==> config.mk <==
export PLATFORM = sky130hd
export DESIGN_NAME = io_input_scan_ctrl_flat
export DESIGN_NICKNAME = d
export VERILOG_FILES = /design/src/rtl/io_input_pkg.sv /design/src/rtl/io_input_scan_ctrl_if.sv /design/src/rtl/io_input_debounce.sv /design/src/rtl/io_input_scan_ctrl.sv /design/src/flat_wrapper.sv
export SDC_FILE = /design/constraint.sdc
export NUM_CORES = 1
export LEC_CHECK = 0
export CAP_MARGIN = 20
export CORE_MARGIN = 8
export CORE_UTILIZATION = 49
export DETAILED_ROUTE_END_ITERATION = 10
export PLACE_DENSITY = 0.79
export SLEW_MARGIN = 40
export SYNTH_ARGS = -nofsm -noshare
export SYNTH_HDL_FRONTEND = slang
export SYNTH_SLANG_ARGS = --single-unit
==> constraint.sdc <==
create_clock -name io_clk -period 2.6 [get_ports io_clk]
set_input_delay 0.52 -clock io_clk [delete_from_list [all_inputs] [get_ports io_clk]]
set_output_delay 0.52 -clock io_clk [all_outputs]
set_load 0.02 [all_outputs]
==> src/rtl/io_input_pkg.sv <==
// Shared register indices and debounce state encoding for the input scan block.
package io_input_pkg;

  localparam logic [5:0] IDX_PORT0  = 6'd0;
  localparam logic [5:0] IDX_PORT1  = 6'd1;
  localparam logic [5:0] IDX_STATUS = 6'd2;
  localparam logic [5:0] IDX_CTRL   = 6'd3;

  typedef enum logic {
    DB_STABLE = 1'b0,
    DB_CHECK  = 1'b1
  } db_state_e;

endpackage

==> src/rtl/io_input_scan_ctrl_if.sv <==
// CPU-side register bus of the input scan block: address, strobes, read data and irq.
interface io_input_scan_ctrl_if;
  logic [31:0] addr;
  logic        rd_en;
  logic        wr_en;
  logic [31:0] wr_data;
  logic [31:0] io_read_data;
  logic        irq;

  modport master (output addr, rd_en, wr_en, wr_data, input io_read_data, irq);
  modport slave  (input addr, rd_en, wr_en, wr_data, output io_read_data, irq);
endinterface

==> src/rtl/io_input_debounce.sv <==
// One port: 2-flop synchroniser, committed value and a commit pulse.
// IO_INPUT_DEBOUNCE_EN adds the STABLE/CHECK filter; otherwise every tick commits.
module io_input_debounce
  import io_input_pkg::*;
#(
  parameter int STABLE_CNT = 3
) (
  input  logic        i_clk,
  input  logic        i_rst_n,
  input  logic        i_tick,
  input  logic [31:0] i_raw,
  output logic [31:0] o_committed,
  output logic        o_commit
);

  if (STABLE_CNT < 1) begin : g_bad_cnt
    $error("STABLE_CNT must be >= 1");
  end

  logic [31:0] r_sync1, r_sync2, r_committed;

  always_ff @(posedge i_clk or negedge i_rst_n) begin
    if (!i_rst_n) begin
      r_sync1 <= '0;
      r_sync2 <= '0;
    end else begin
      r_sync1 <= i_raw;
      r_sync2 <= r_sync1;
    end
  end

  assign o_committed = r_committed;

`ifdef IO_INPUT_DEBOUNCE_EN
  localparam int CNT_W = $clog2(STABLE_CNT + 1);
  localparam logic [CNT_W-1:0] CNT_LAST = CNT_W'(STABLE_CNT - 1);

  db_state_e        r_state;
  logic [31:0]      r_cand;
  logic [CNT_W-1:0] r_cnt;
  logic             w_diff, w_new, w_done;

  // w_new: this tick starts a fresh run (count restarts at 1)
  assign w_diff   = (r_sync2 != r_committed);
  assign w_new    = (r_state == DB_STABLE) || (r_sync2 != r_cand);
  assign w_done   = w_new ? (STABLE_CNT == 1) : (r_cnt == CNT_LAST);
  assign o_commit = i_tick && w_diff && w_done;

  always_ff @(posedge i_clk or negedge i_rst_n) begin
    if (!i_rst_n) begin
      r_state     <= DB_STABLE;
      r_cand      <= '0;
      r_cnt       <= '0;
      r_committed <= '0;
    end else if (i_tick) begin
      if (!w_diff) begin
        r_state <= DB_STABLE;
        r_cnt   <= '0;
      end else if (w_done) begin
        r_committed <= r_sync2;
        r_state     <= DB_STABLE;
        r_cnt       <= '0;
      end else if (w_new) begin
        r_state <= DB_CHECK;
        r_cand  <= r_sync2;
        r_cnt   <= CNT_W'(1);
      end else begin
        r_cnt <= r_cnt + CNT_W'(1);
      end
    end
  end
`else
  assign o_commit = i_tick && (r_sync2 != r_committed);

  always_ff @(posedge i_clk or negedge i_rst_n) begin
    if (!i_rst_n)    r_committed <= '0;
    else if (i_tick) r_committed <= r_sync2;
  end
`endif

endmodule

==> src/rtl/io_input_scan_ctrl.sv <==
// Two-port scanned input controller with pending/mask/irq registers.
// Debounce filtering is enabled by defining IO_INPUT_DEBOUNCE_EN.
module io_input_scan_ctrl
  import io_input_pkg::*;
#(
  parameter int SCAN_DIV   = 4,
  parameter int STABLE_CNT = 3
) (
  input  logic                 io_clk,
  input  logic                 resetn,
  input  logic [31:0]          in_port0,
  input  logic [31:0]          in_port1,
  io_input_scan_ctrl_if.slave  bus
);

  if (SCAN_DIV < 1) begin : g_bad_div
    $error("SCAN_DIV must be >= 1");
  end

  localparam int SC_W = (SCAN_DIV > 1) ? $clog2(SCAN_DIV) : 1;
  localparam logic [SC_W-1:0] SC_LAST = SC_W'(SCAN_DIV - 1);

  logic [SC_W-1:0]  r_scan_cnt;
  logic             w_tick;
  logic [1:0][31:0] w_raw, w_committed;
  logic [1:0]       w_commit, w_rd_clr;
  logic [1:0]       r_pending, r_mask;
  logic             r_irq;
  logic [5:0]       w_idx;
  logic [31:0]      w_rdata;
  logic             w_unused;

  assign w_tick = (r_scan_cnt == SC_LAST);

  always_ff @(posedge io_clk or negedge resetn) begin
    if (!resetn) r_scan_cnt <= '0;
    else         r_scan_cnt <= w_tick ? '0 : r_scan_cnt + SC_W'(1);
  end

  assign w_raw = {in_port1, in_port0};

  for (genvar n = 0; n < 2; n++) begin : g_port
    io_input_debounce #(.STABLE_CNT(STABLE_CNT)) u_db (
      .i_clk       (io_clk),
      .i_rst_n     (resetn),
      .i_tick      (w_tick),
      .i_raw       (w_raw[n]),
      .o_committed (w_committed[n]),
      .o_commit    (w_commit[n])
    );
  end

  assign w_idx       = bus.addr[7:2];
  assign w_rd_clr[0] = bus.rd_en && (w_idx == IDX_PORT0);
  assign w_rd_clr[1] = bus.rd_en && (w_idx == IDX_PORT1);
  assign w_unused    = ^{bus.addr[31:8], bus.addr[1:0], bus.wr_data[31:2]};

  // A commit on the same edge as a read-clear keeps the pending bit set
  always_ff @(posedge io_clk or negedge resetn) begin
    if (!resetn) begin
      r_pending <= '0;
      r_mask    <= '0;
      r_irq     <= 1'b0;
    end else begin
      r_pending <= w_commit | (r_pending & ~w_rd_clr);
      if (bus.wr_en && (w_idx == IDX_CTRL)) r_mask <= bus.wr_data[1:0];
      r_irq <= |(r_pending & r_mask);
    end
  end

  always_comb begin
    w_rdata = '0;
    case (w_idx)
      IDX_PORT0:  w_rdata = w_committed[0];
      IDX_PORT1:  w_rdata = w_committed[1];
      IDX_STATUS: w_rdata = {30'b0, r_pending};
      IDX_CTRL:   w_rdata = {16'b0, 8'b0, 6'b0, r_mask};
      default:    w_rdata = '0;
    endcase
  end

  assign bus.io_read_data = w_rdata;
  assign bus.irq          = r_irq;

endmodule

==> src/flat_wrapper.sv <==
// flat-port wrapper written by rule: the top's interface ports become plain ports
module io_input_scan_ctrl_flat import io_input_pkg::*;
#(
  parameter int SCAN_DIV   = 4,
  parameter int STABLE_CNT = 3
)
  (io_clk, resetn, in_port0, in_port1, bus_addr, bus_rd_en, bus_wr_en, bus_wr_data, bus_io_read_data, bus_irq);
  io_input_scan_ctrl_if bus_i ();
  input  logic io_clk;
  input  logic resetn;
  input  logic [31:0] in_port0;
  input  logic [31:0] in_port1;
  input wire logic [$bits(bus_i.addr)-1:0] bus_addr;
  input wire logic [$bits(bus_i.rd_en)-1:0] bus_rd_en;
  input wire logic [$bits(bus_i.wr_en)-1:0] bus_wr_en;
  input wire logic [$bits(bus_i.wr_data)-1:0] bus_wr_data;
  output wire logic [$bits(bus_i.io_read_data)-1:0] bus_io_read_data;
  output wire logic [$bits(bus_i.irq)-1:0] bus_irq;
  assign bus_i.addr = bus_addr;
  assign bus_i.rd_en = bus_rd_en;
  assign bus_i.wr_en = bus_wr_en;
  assign bus_i.wr_data = bus_wr_data;
  assign bus_io_read_data = bus_i.io_read_data;
  assign bus_irq = bus_i.irq;
  io_input_scan_ctrl #(.SCAN_DIV(SCAN_DIV), .STABLE_CNT(STABLE_CNT)) u_core (.io_clk(io_clk), .resetn(resetn), .in_port0(in_port0), .in_port1(in_port1), .bus(bus_i));
endmodule
==> results of run 1 <==
synthesized netlist by cell type:
master and instances:
a22o_1 33, a22oi_1 2, buf_1 3, buf_2 3, buf_4 3, buf_6 3
clkbuf_1 1, dfrtp_1 199, ha_1 1, mux2_2 66, mux2i_1 2, nand2_1 5
nand4_1 17, nor2_1 1, nor3_2 1, nor3b_4 1, nor4_1 5, o21ai_0 2
or4_4 1, xnor2_1 64
layout make-up:
type,instances,area (sq um)
Multi-Input combinational cell,201,1860
Sequential cell,199,4980
Tap cell,180,225
Clock inverter,11,100
Fill cell,977,4840
Timing Repair Buffer,130,1360
Clock buffer,21,460
metal layers:
layer,wire length (um),vias up,track usage
li1,-,1717,-
met1,5880,1950,0.208
met2,7230,102,0.269
met3,758,29,0.0423
met4,371,0,0.0730
met5,0,-,0
where the power goes:
group | leakage (nW) | switching (mW) | internal [mW]
combinational | 1.19 | 0.161 | 0.243
sequential | 2.32 | 0.109 | 3.26
clock | 0.273 | 1.09 | 1.37
total | 3.78 | 1.36 | 4.87
per-stage QoR:
stage                     setup slack, ps  power [mW]  hold slack (ps)  utilization
after global placement               -736        3.80              332        0.598
after floorplan                       286        3.56              224            -
after CTS                           -23.1        6.28              102        0.648
final                                23.3        6.23             90.2        0.650
after detailed placement             -764        3.82              335        0.598
after global routing                -45.9        6.48              119        0.650
how the worst max path moves through the flow:
stage	from	end	slack [ps]	depth (start not counted)
after floorplan	bus_addr[5]	bus_io_read_data[10]	290	4
after global placement	bus_addr[5]	bus_io_read_data[4]	-740	6
final	bus_addr[6]	bus_io_read_data[22]	20	7
after detailed placement	bus_addr[5]	bus_io_read_data[0]	-760	7
after global routing	bus_addr[6]	bus_io_read_data[0]	-50	9
after CTS	bus_addr[6]	bus_io_read_data[0]	-20	9
worst max-delay path, cell delays in order:
cell	delay [ps]
buf_6	90
or4_4	560
nor3b_4	220
buf_4	160
buf_12	160
a22o_1	170
buf_4	150
registers in the layout (all words and copies together) (netlist names):
signal,cells
u_core.g_port.u_db.r_sync2,64
u_core.bus.irq,1
u_core.g_port.u_db.o_committed,64
u_core.r_mask,2
u_core.r_scan_cnt,2
u_core.r_pending,2
u_core.g_port.u_db.r_sync1,64
layout by cell type, fill, tap and decap left out:
master,netlist,final
clkinvlp_4,0,2
clkbuf_1,1,2
nor4_1,5,5
nor3b_4,1,1
o21ai_1,0,2
mux2i_1,2,2
mux2_2,66,66
clkbuf_16,0,17
a22oi_1,2,1
bufinv_16,0,1
nor3_4,0,1
dfrtp_1,199,199
nor2_1,1,1
or4_4,1,1
inv_6,0,1
clkinv_2,0,4
dlygate4sd2_1,0,1
ha_2,0,1
nand2_1,5,5
a22o_1,33,33
buf_6,3,17
xnor2_1,64,64
clkdlybuf4s15_1,0,1
a22oi_2,0,1
buf_4,3,20
buf_16,0,4
clkbuf_8,0,3
clkdlybuf4s50_1,0,70
clkinv_4,0,3
buf_2,3,10
nand4_1,17,17
buf_12,0,6
logic make-up after synthesis:
| family | Yosys count | synth area share |
|---|---|---|
| DFF | 199 | 0.720 |
| muxes | 68 | 0.110 |
| xor gates and xnor gates | 64 | 0.0810 |
| AOI/OAI and AO/OA | 37 | 0.0454 |
| and+or+nand+nor | 31 | 0.0289 |
| buffers and inverters | 13 | 0.0125 |
| adders and majority gates | 1 | 0.00181 |
timing repair:
item,CTS,global route
buffers inserted,7,2
endpoints found under the setup margin,32,32
pin swaps,10,3
cloned,4,0
resized for setup,187,6
==> metrics.csv, run 1 <==
stage,metric,value,unit
status,outcome,finished clean,
synthesis,Yosys top cell area share,0.720,
clocking,TritonCTS clock tree,yes,
placement,Final Wtd Congestion,0.729,
global_route,vias in the first global route,4230,
placement,Final HPWL DP,9.21,mm
timing,Slew HR,0.640,
finish,n_diodes,0,
clocking,clk buf depth,2,
timing,Tcrit/Tclk final,0.991,
global_route,global route overflow,0,
timing,Total Neg Setup Slack,0,ps
timing,Fin Clk Skew,6.12,ps
timing,final setup vio count,0,
finish,share of cells above drive strength 1,0.283,
min_path,hold crit path type,input port to async pin,
timing,Worst Tran Pin Value,540,ps
timing,Fmax,388,MHz
synthesis,Netlist cell types,20,
power_and_ir_drop,Leak,3.78,nW
synthesis,syn nets,546,
setup_path,Critical Path End Type,primary output,
power_and_ir_drop,Power Density,693,nW/um^2
clocking,hold buffers post-CTS,0,
routing,DRC,0,
setup_path,RR Endpoint,u_core.r_pending[1],
synthesis,cells after synthesis,413,
routing,mean routed wirelength per cell,19.2,um
clocking,# clock sinks,199,
synthesis,Avg Inst Size Synth,16.7,sq um
clocking,CTS H-tree lvls,4,
routing,DRT Pass-1 Iters,4,
setup_path,WP data required,2080,ps
global_route,initial antenna violation count,0,
global_route,largest net degree at the start of global routing,70,
setup_path,reg-to-reg setup timing slack,780,ps
finish,final net count,682,
flow_run,max_cap viols,0,
routing,initial drt markers,214,
floorplanning,cell row count,43,
floorplanning,Die Span Y,135,um
setup_path,Crit Path Class,input port to primary output,
synthesis,Yosys warning total,0,
setup_path,Critical Path AT,2060,ps
floorplanning,initial core utilization,0.500,
timing,Final Hold Vio Count,0,
setup_path,worst-path fanout max,17,
floorplanning,die area,18200,sq um
routing,via count,3798,
timing,Max Slew Vio Count,0,
global_route,Overall Global Routing Usage,0.167,
clocking,Num CTS Buffers,17,
setup_path,reg2reg start,u_core.g_port[1].u_db.o_committed[25],
synthesis,"top cells by area, synth","dfrtp_1, mux2_2, xnor2_1, a22o_1, nand4_1",
timing,crit path time final,2580,ps
synthesis,register area share after synthesis,0.720,
finish,area grow syn2layout,29.9,%
power_and_ir_drop,VDD IR max,493,uV
routing,final wirelength,14.2,mm
synthesis,most area-hungry cell type in the Yosys netlist,dfrtp_1,
floorplanning,Die X,135,um
setup_path,worst reg2reg path depth,5,
global_route,first-pass GRT wire length,22.8,mm
routing,vias per std cell,5.12,
finish,"non-filler cells, final",742,
floorplanning,core area,13800,sq um
finish,finished layout cell area,8980,sq um
placement,Placed Cells,697,
clocking,clk slew on worst S/H paths,60,ps
placement,Port Buffers,108,
placement,Placed Area,8270,sq um
synthesis,Post-Synthesis Cell Area,6920,sq um
synthesis,synthesized flop and latch total,199,
floorplanning,io pins,165,
clocking,Worst-Skew Late Latency,420,ps
setup_path,crit path launch type,input port,
clocking,clock root cell,clkbuf_16,
timing,RSZ-0062 raised after global routing,true,
routing,DRT antenna net count,0,
Power figures use the tool's default switching activity.
==> run 2: changes to the inputs <==
Settings changed: MAX_ROUTING_LAYER set to met4, SKIP_LAST_GASP set to 1.
==> run 2 against run 1 <==
Net effect: hold slack got worse by 0.94 ps; core utilization hardly changed; sequential power about the same; global-route usage is 0.46 points higher; cell area barely moved; clock power about the same; critical endpoint unchanged; largest power group unchanged.
==> metrics.csv, run 2 (synthesis results as in run 1) <==
stage,metric,value,unit,change
global_route,vias in the first global route,4233,,+0.071%
placement,Port Buffers,108,,unchanged
placement,Placed Area,8270,sq um,unchanged
setup_path,WP data required,2080,ps,about the same
finish,n_diodes,0,,unchanged
routing,DRC,0,,unchanged
routing,initial drt markers,206,,-3.7%
timing,Worst Tran Pin Value,540,ps,-0.0553 ps
timing,crit path time final,2590,ps,+17.9 ps
timing,Max Slew Vio Count,0,,unchanged
routing,DRT antenna net count,0,,unchanged
placement,pre-CTS setup slack,-764,ps,unchanged
finish,final net count,682,,unchanged
routing,vias per std cell,5.10,,-0.39%
placement,Final Wtd Congestion,0.738,,+1.2%
clocking,clk buf depth,2,,unchanged
routing,mean routed wirelength per cell,19.1,um,-0.31%
setup_path,"slowest stage delay, CP",560,ps,about the same
clocking,TritonCTS clock tree,yes,,
setup_path,CP bufs+invs,4,,unchanged
flow_run,max_cap viols,0,,unchanged
floorplanning,die area,18200,sq um,unchanged
setup_path,largest delay contributor family on the critical path,simple AND/OR/NAND/NOR gates,,
finish,finished layout cell area,8980,sq um,about the same
status,outcome,finished clean,,
finish,share of cells above drive strength 1,0.283,,unchanged
timing,Final WS setup,5.41,ps,-17.9 ps
floorplanning,core area,13800,sq um,unchanged
setup_path,crit-path cells,"buf_6, or4_4, nor3b_4, buf_4, buf_12, a22o_1, buf_2",,
setup_path,Crit Path Class,input port to primary output,,
timing,final setup vio count,0,,unchanged
clocking,CTS H-tree lvls,4,,unchanged
global_route,first-pass GRT wire length,22.8,mm,about the same
floorplanning,Die X,135,um,unchanged
setup_path,worst reg2reg path depth,5,,unchanged
power_and_ir_drop,VDD IR max,492,uV,-0.15%
clocking,# clock sinks,199,,unchanged
floorplanning,Die Span Y,135,um,unchanged
setup_path,RR Endpoint,u_core.r_pending[1],,
timing,Fin Clk Skew,5.11,ps,-1.01 ps
routing,DRT Pass-1 Iters,4,,unchanged
finish,area grow syn2layout,29.9,%,about the same
timing,Tcrit/Tclk final,0.998,,+0.00689
clocking,Worst-Skew Late Latency,420,ps,about the same
clocking,clock root cell,clkbuf_16,,
finish,most frequent cells in the layout,"dfrtp_1, clkdlybuf4s50_1, mux2_2",,
setup_path,Critical Path End Type,primary output,,
setup_path,worst-path fanout max,17,,unchanged
setup_path,reg-to-reg setup timing slack,830,ps,+50 ps
setup_path,"slowest stage cell, crit path",or4_4,,
global_route,global route overflow,0,,unchanged
timing,Total Neg Setup Slack,0,ps,unchanged
placement,Final HPWL DP,9.21,mm,unchanged
power_and_ir_drop,Tot Pwr,6.22,mW,about the same
min_path,hold crit path type,input port to async pin,,
floorplanning,initial core utilization,0.500,,unchanged
global_route,largest net degree at the start of global routing,70,,unchanged
global_route,Overall Global Routing Usage,0.171,,+0.00459
clocking,hold buffers post-CTS,0,,unchanged
setup_path,crit path launch type,input port,,
floorplanning,cell row count,43,,unchanged
clocking,Num CTS Buffers,17,,unchanged
timing,Fmax,385,MHz,-0.69%
setup_path,Critical Path AT,2070,ps,about the same
finish,"commonest non-fill, non-tap cell in the layout",dfrtp_1,,
routing,final wirelength,14.2,mm,-0.31%
timing,RSZ-0062 raised after global routing,true,,
floorplanning,io pins,165,,unchanged
routing,via count,3783,,-0.39%
power_and_ir_drop,Power Density,693,nW/um^2,about the same
timing,Final Hold Vio Count,0,,unchanged
global_route,initial antenna violation count,0,,unchanged
power_and_ir_drop,Leak,3.78,nW,about the same
setup_path,reg2reg start,u_core.g_port[1].u_db.o_committed[25],,
clocking,clk slew on worst S/H paths,60,ps,about the same
timing,Slew HR,0.640,,about the same
timing,Hold Slack,89.3,ps,-0.941 ps
## run 2: cell count changes in the layout (fill, tap and decap cells not counted)
cell	before	now
buf_2	10	11
buf_4	20	19
o21ai_0	0	1
o21ai_1	2	1
## run 2: metrics by stage
step / utilization / std cells
after floorplan: - / 413
after global placement: 0.598 / 697
after detailed placement: 0.598 / 697
after CTS: 0.648 / 740
after global routing: 0.650 / 742
final: 0.650 / 742
## run 2: worst max-delay path by stage
| stage | startpoint | to | slack [ps] | depth (start not counted) |
|---|---|---|---|---|
| floorplan | bus_addr[5] | bus_io_read_data[10] | 290 | 4 |
| global placement | bus_addr[5] | bus_io_read_data[4] | -740 | 6 |
| detailed placement | bus_addr[5] | bus_io_read_data[0] | -760 | 7 |
| CTS | bus_addr[6] | bus_io_read_data[0] | -20 | 9 |
| global route | bus_addr[6] | bus_io_read_data[0] | -50 | 9 |
| finish | bus_addr[6] | bus_io_read_data[22] | 5 | 7 |
## run 2: timing repair
action | 4_1_cts | 5_1_grt
endpoints found under the setup margin | 32 | 32
pin swaps | 10 | 3
gates cloned | 4 | 0
resized for setup | 187 | 4
setup buffers | 7 | 2
## run 2: metal layers
metal	GRT usage	up-vias	routed length [um]
li1	-	1723	-
met1	0.212	1930	5880
met2	0.268	103	7250
met3	0.0368	27	698
met4	0.0730	0	356
met5	-	-	0
## run 2: cell type report
cell class                      count  area (sq um)
Fill cell                         978          4840
Clock inverter                     11           100
Clock buffer                       21           460
Tap cell                          180           225
Sequential cell                   199          4980
Timing Repair Buffer              130          1350
Multi-Input combinational cell    201          1860
## run 2: worst reg2reg max path: cells and delay by family (launching register included)
kind            cells  cell delay [ps]
flops               1              400
simple gates        3              830
xor+xnor            1              200
compound gates      1              240
## run 2: power by group
group          total (mW)  leakage (nW)  switching [mW]  internal [mW]
clock                2.46         0.273            1.09           1.37
combinational       0.403          1.19           0.161          0.243
sequential           3.36          2.32           0.109           3.26
total                6.22          3.78            1.36           4.87
==> RTL edit 1: new RTL, flow settings as in run 1 <==
Add a define of `IO_INPUT_DEBOUNCE_EN`.
--- a/src/rtl/io_input_debounce.sv
+++ b/src/rtl/io_input_debounce.sv
@@ -2,2 +2,4 @@
 // IO_INPUT_DEBOUNCE_EN adds the STABLE/CHECK filter; otherwise every tick commits.
+`define IO_INPUT_DEBOUNCE_EN
+
 module io_input_debounce
Check against the original RTL: not equivalent (a bounded check fails within 10 cycles, from zero or initial values and one cycle with resetn low).
==> RTL edit 1 against run 1 <==
Power is 49% higher; register-to-register slack got worse by 770 ps; synthesized area is 54% higher; combinational power grew 37%; die area grew 47%; clock power up 74%; routed wire length is 59% higher; maximum frequency fell by 0.68%; setup slack lost 18 ps; design area grew 50%; final cell count rose by 59%; sequential cell count up 70; critical path type unchanged.
==> RTL edit 1: results (changes against run 1) <==
Critical path
  – Largest fanout on the critical path: 8 (-9)
  – Crit path from: bus_addr[5]
  – Critical Path Sink: bus_io_read_data[7]
  – Worst R2R Path Depth: 7 (+2)
  – Setup slack, reg-to-reg: 6 ps (-770 ps)
  – Terminus of the critical flop-to-flop path: u_core.g_port[1].u_db.o_committed[10]
  – Slowest stage delay, CP: 560 ps (about the same)
  – RR Startpoint: u_core.g_port[1].u_db.r_cand[0]

Clocking
  – Bufs on Longest Clock Path: 3 (+1)
  – Post_cts resized: 126 (-33%)
  – H-tree depth: 1 (-3)
  – Setup Buffers After CTS: 1 (-6)
  – Clk Latency, worst-skew pair: 530 ps (+110 ps)
  – Hold-fix buffers at CTS: 1 (+1)
  – Cts bufs inserted: 28 (+11)

Route
  – Detail Route met2 WL: 10.6 mm (+47%)
  – Met3 wire len: 1.85 mm (+140%)
  – First-pass DRT Iterations: 5 (+1)
  – Vias per cell: 5.13 (+0.14%)
  – 1st-iter DRT viols: 333 (+56%)
  – DR WL/cell: 19.1 um (-0.37%)
  – Wire length on met1: 9.75 mm (+66%)

Logic synthesis
  – Sequential-to-total area share from yosys stat: 0.631 (-0.0892)
  – Synth unique cells: 37 (+85%)
  – Syn nets: 846 (+55%)
  – Synth area leaders: dfrtp_1, mux2_2, xor2_1, mux2_4, mux2i_1
  – Avg Cell Area, Syn: 15.0 um2 (-10%)
  – Top cells by count, synth: dfrtp_1, mux2_2, xor2_1, nor2_1, xnor2_1

STA
  – Max Clock Skew: 8.12 ps (+1.99 ps)
  – Max-Slew Margin vs Limit: 0.633 (-0.00663)
  – Crit share post-route: 0.998 (+0.00682)
  – Min Hold Slack: 344 ps (+254 ps)

Placement
  – Placed Cells incl. Taps: 1127 (+62%)
  – Placer Congestion: 0.840 (+15%)
  – Post-DP HPWL: 15.8 mm (+71%)
  – Placed cell area: 0.0124 mm2 (+51%)
  – Pre-CTS setup slack: -640 ps (+125 ps)

Final layout
  – Share of post-route cells with drive strength above 1: 0.327 (+0.0438)
  – Final nets: 1016 (+49%)
  – Finished Layout Cells: 1183 (+59%)

Global routing
  – Vias in the first global route: 6660 (+57%)
  – First-pass GRT wire length: 36.1 mm (+58%)
  – GR Util met3: 0.0310 (-0.0113)
  – Gr usage total: 0.173 (+0.00592)
  – M2 GR Usage: 0.274 (+0.00466)
  – Largest net degree at the start of global routing: 73 (+4.3%)
  – Global Route met1 Usage: 0.242 (+0.0337)

Status
  – Status: completed

Power and ir drop
  – Max VDD drop: 0.454 mV (-7.9%)

Hold path
  – HP Class: flip-flop to flip-flop
-- RTL edit 1: cell count changes after synthesis, moves of 5 or more --
cell      delta
xor2_1      +93
dfrtp_1     +70
mux2_2      +37
nor2_1      +33
a22o_1      -32
xnor2_1     -32
mux2_4      +29
mux2i_1     +29
nor4_1      +21
clkbuf_1    +12
inv_1        +7
nand3_1      +5
-- RTL edit 1: area by class of cell --
type / count / area [um2]
timing repair buffer: 160 / 1520
clock inverter: 19 / 262
clock buffer: 33 / 751
tap: 280 / 350
sequential: 269 / 6730
fill: 1646 / 8110
multi-input combinational: 415 / 3870
inverter: 7 / 26.3
-- RTL edit 1: cells by family after synthesis --
group,after synthesis,synth area share
buf+inv,29,0.0161
fa+ha+maj,3,0.00352
flops,269,0.631
simple gates,107,0.0562
xor+xnor,125,0.103
mux,165,0.183
compound gates,13,0.00809
-- RTL edit 1: where the power goes --
| group | switching (uW) | internal, uW |
|---|---|---|
| Sequential | 122 | 4350 |
| Combinational | 259 | 293 |
| Clock | 1610 | 2660 |
==> RTL edit 2: new RTL, settings of run 1 <==
Without the edit above. Add an input register stage for `in_port0` and `in_port1`, with the module's reset; this delays them by one clock. The other inputs are not delayed to match.
--- a/src/rtl/io_input_scan_ctrl.sv
+++ b/src/rtl/io_input_scan_ctrl.sv
@@ -14,2 +14,15 @@
 );
+
+  logic [31:0] in_port0_q;
+  logic [31:0] in_port1_q;
+
+  always_ff @(posedge io_clk or negedge resetn) begin
+    if (!resetn) begin
+      in_port0_q <= '0;
+      in_port1_q <= '0;
+    end else begin
+      in_port0_q <= in_port0;
+      in_port1_q <= in_port1;
+    end
+  end
 
@@ -39,3 +52,3 @@
 
-  assign w_raw = {in_port1, in_port0};
+  assign w_raw = {in_port1_q, in_port0_q};
 
Check against the original RTL: not equivalent (a bounded check fails within 10 cycles, from zero or initial values and one cycle with resetn low).
==> RTL edit 2 against run 1 <==
The run now ends with negative setup slack left; setup slack got worse by 90 ps; register-to-register slack improved by 200 ps; routed wire length up 18%; sequential share of layout area rose by 3.6 points; highest routed layer unchanged; critical path type unchanged; first-iteration DRC count shrank 7.0%; synthesized area grew 23%; critical path depth grew 1; power is 39% higher; non-clock buffer count rose by 3; design area is 24% higher; clock skew decreased by 0.83 ps; sequential cell count rose by 64; core utilization hardly changed.
==> RTL edit 2: results (changes against run 1) <==
Global routing
  – Largest net degree at the start of global routing: 78 (+11%)
  – Vias in the first global route: 4941 (+17%)
  – Gr usage total: 0.159 (-0.00772)

Status
  – Status: finished, violations left
  – Failing checks: negative setup slack

Critical path
  – Slowest stage delay, CP: 540 ps (-20 ps)
  – Setup slack, reg-to-reg: 980 ps (+200 ps)
  – Critical Path Sink: bus_io_read_data[5]
  – RR Startpoint: u_core.g_port[0].u_db.o_committed[10]
  – Largest fanout on the critical path: 8 (-9)

Power and ir drop
  – Pwr Density: 776 mW/mm2 (+12%)
  – Clk pwr share: 0.438 (+0.043)

Final layout
  – Share of post-route cells with drive strength above 1: 0.273 (-0.00991)
  – Final nets: 757 (+11%)
  – Finished Layout Cells: 866 (+17%)
  – Fill count: 1175 (+20%)

Clocking
  – Cts bufs inserted: 25 (+8)
  – Post_cts resized: 225 (+20%)
  – Hold-fix buffers at CTS: 1 (+1)
  – H-tree depth: 1 (-3)
  – Clk Latency, worst-skew pair: 500 ps (+80 ps)

STA
  – Final worst slack: -66.9 ps (-90.2 ps)
  – Finish-stage setup viols: 30 (+30)
  – Min Hold Slack: 344 ps (+254 ps)
  – Max Clock Skew: 5.30 ps (-0.825 ps)
  – Setup TNS: -1300 ps (-1300 ps)
  – Worst Tran Pin Value: 502 ps (-37.8 ps)

Placement
  – Placer Congestion: 0.704 (-3.5%)
  – Pre-CTS setup slack: -786 ps (-21.1 ps)
  – Post-DP HPWL: 10.4 mm (+13%)
  – Placed cell area: 0.00993 mm2 (+20%)

Logic synthesis
  – Cell count after synthesis: 477 (+15%)
  – Top cells by count, synth: dfrtp_1, mux2_2, xnor2_1, a22o_1, nand4_1
  – Mux share of post-synthesis cell area: 0.0896 (-0.0207)
  – Complex-gate fraction of the synthesized area: 0.0369 (-0.00854)
  – Synth area leaders: dfrtp_1, mux2_2, xnor2_1, a22o_1, nand4_1
  – Syn nets: 610 (+12%)

Hold path
  – HP Class: flip-flop to flip-flop

Route
  – 1st-iter DRT viols: 199 (-7.0%)
  – Final WL: 16.8 mm (+18%)
[RTL edit 2: changes by cell type after synthesis, sizes merged]
cell / before / now
dfrtp: 199 / 263
[RTL edit 2: kinds of logic after synthesis]
kind of cell | after synthesis
AND/OR/NAND/NOR | 31
AO/OA/AOI/OAI | 37
buffers and inverters | 13
multiplexers | 68
flip-flops | 263
adder cells (fa/ha/maj) | 1
XOR/XNOR | 64
[RTL edit 2: area by class of cell]
class / count / area, um2 / area share
Timing Repair Buffer: 133 / 1520 / 0.136
Sequential cell: 263 / 6580 / 0.590
Clock buffer: 31 / 658 / 0.0590
Clock inverter: 13 / 220 / 0.0197
Multi-Input combinational cell: 201 / 1900 / 0.170
Tap cell: 225 / 282 / 0.0252
[RTL edit 2: per-layer routing]
| layer | track usage | wire length, um |
|---|---|---|
| met1 | 0.198 | 6780 |
| met2 | 0.274 | 8730 |
| met3 | 0.0269 | 827 |
| met4 | 0.0602 | 462 |
| met5 | 0 | 0 |
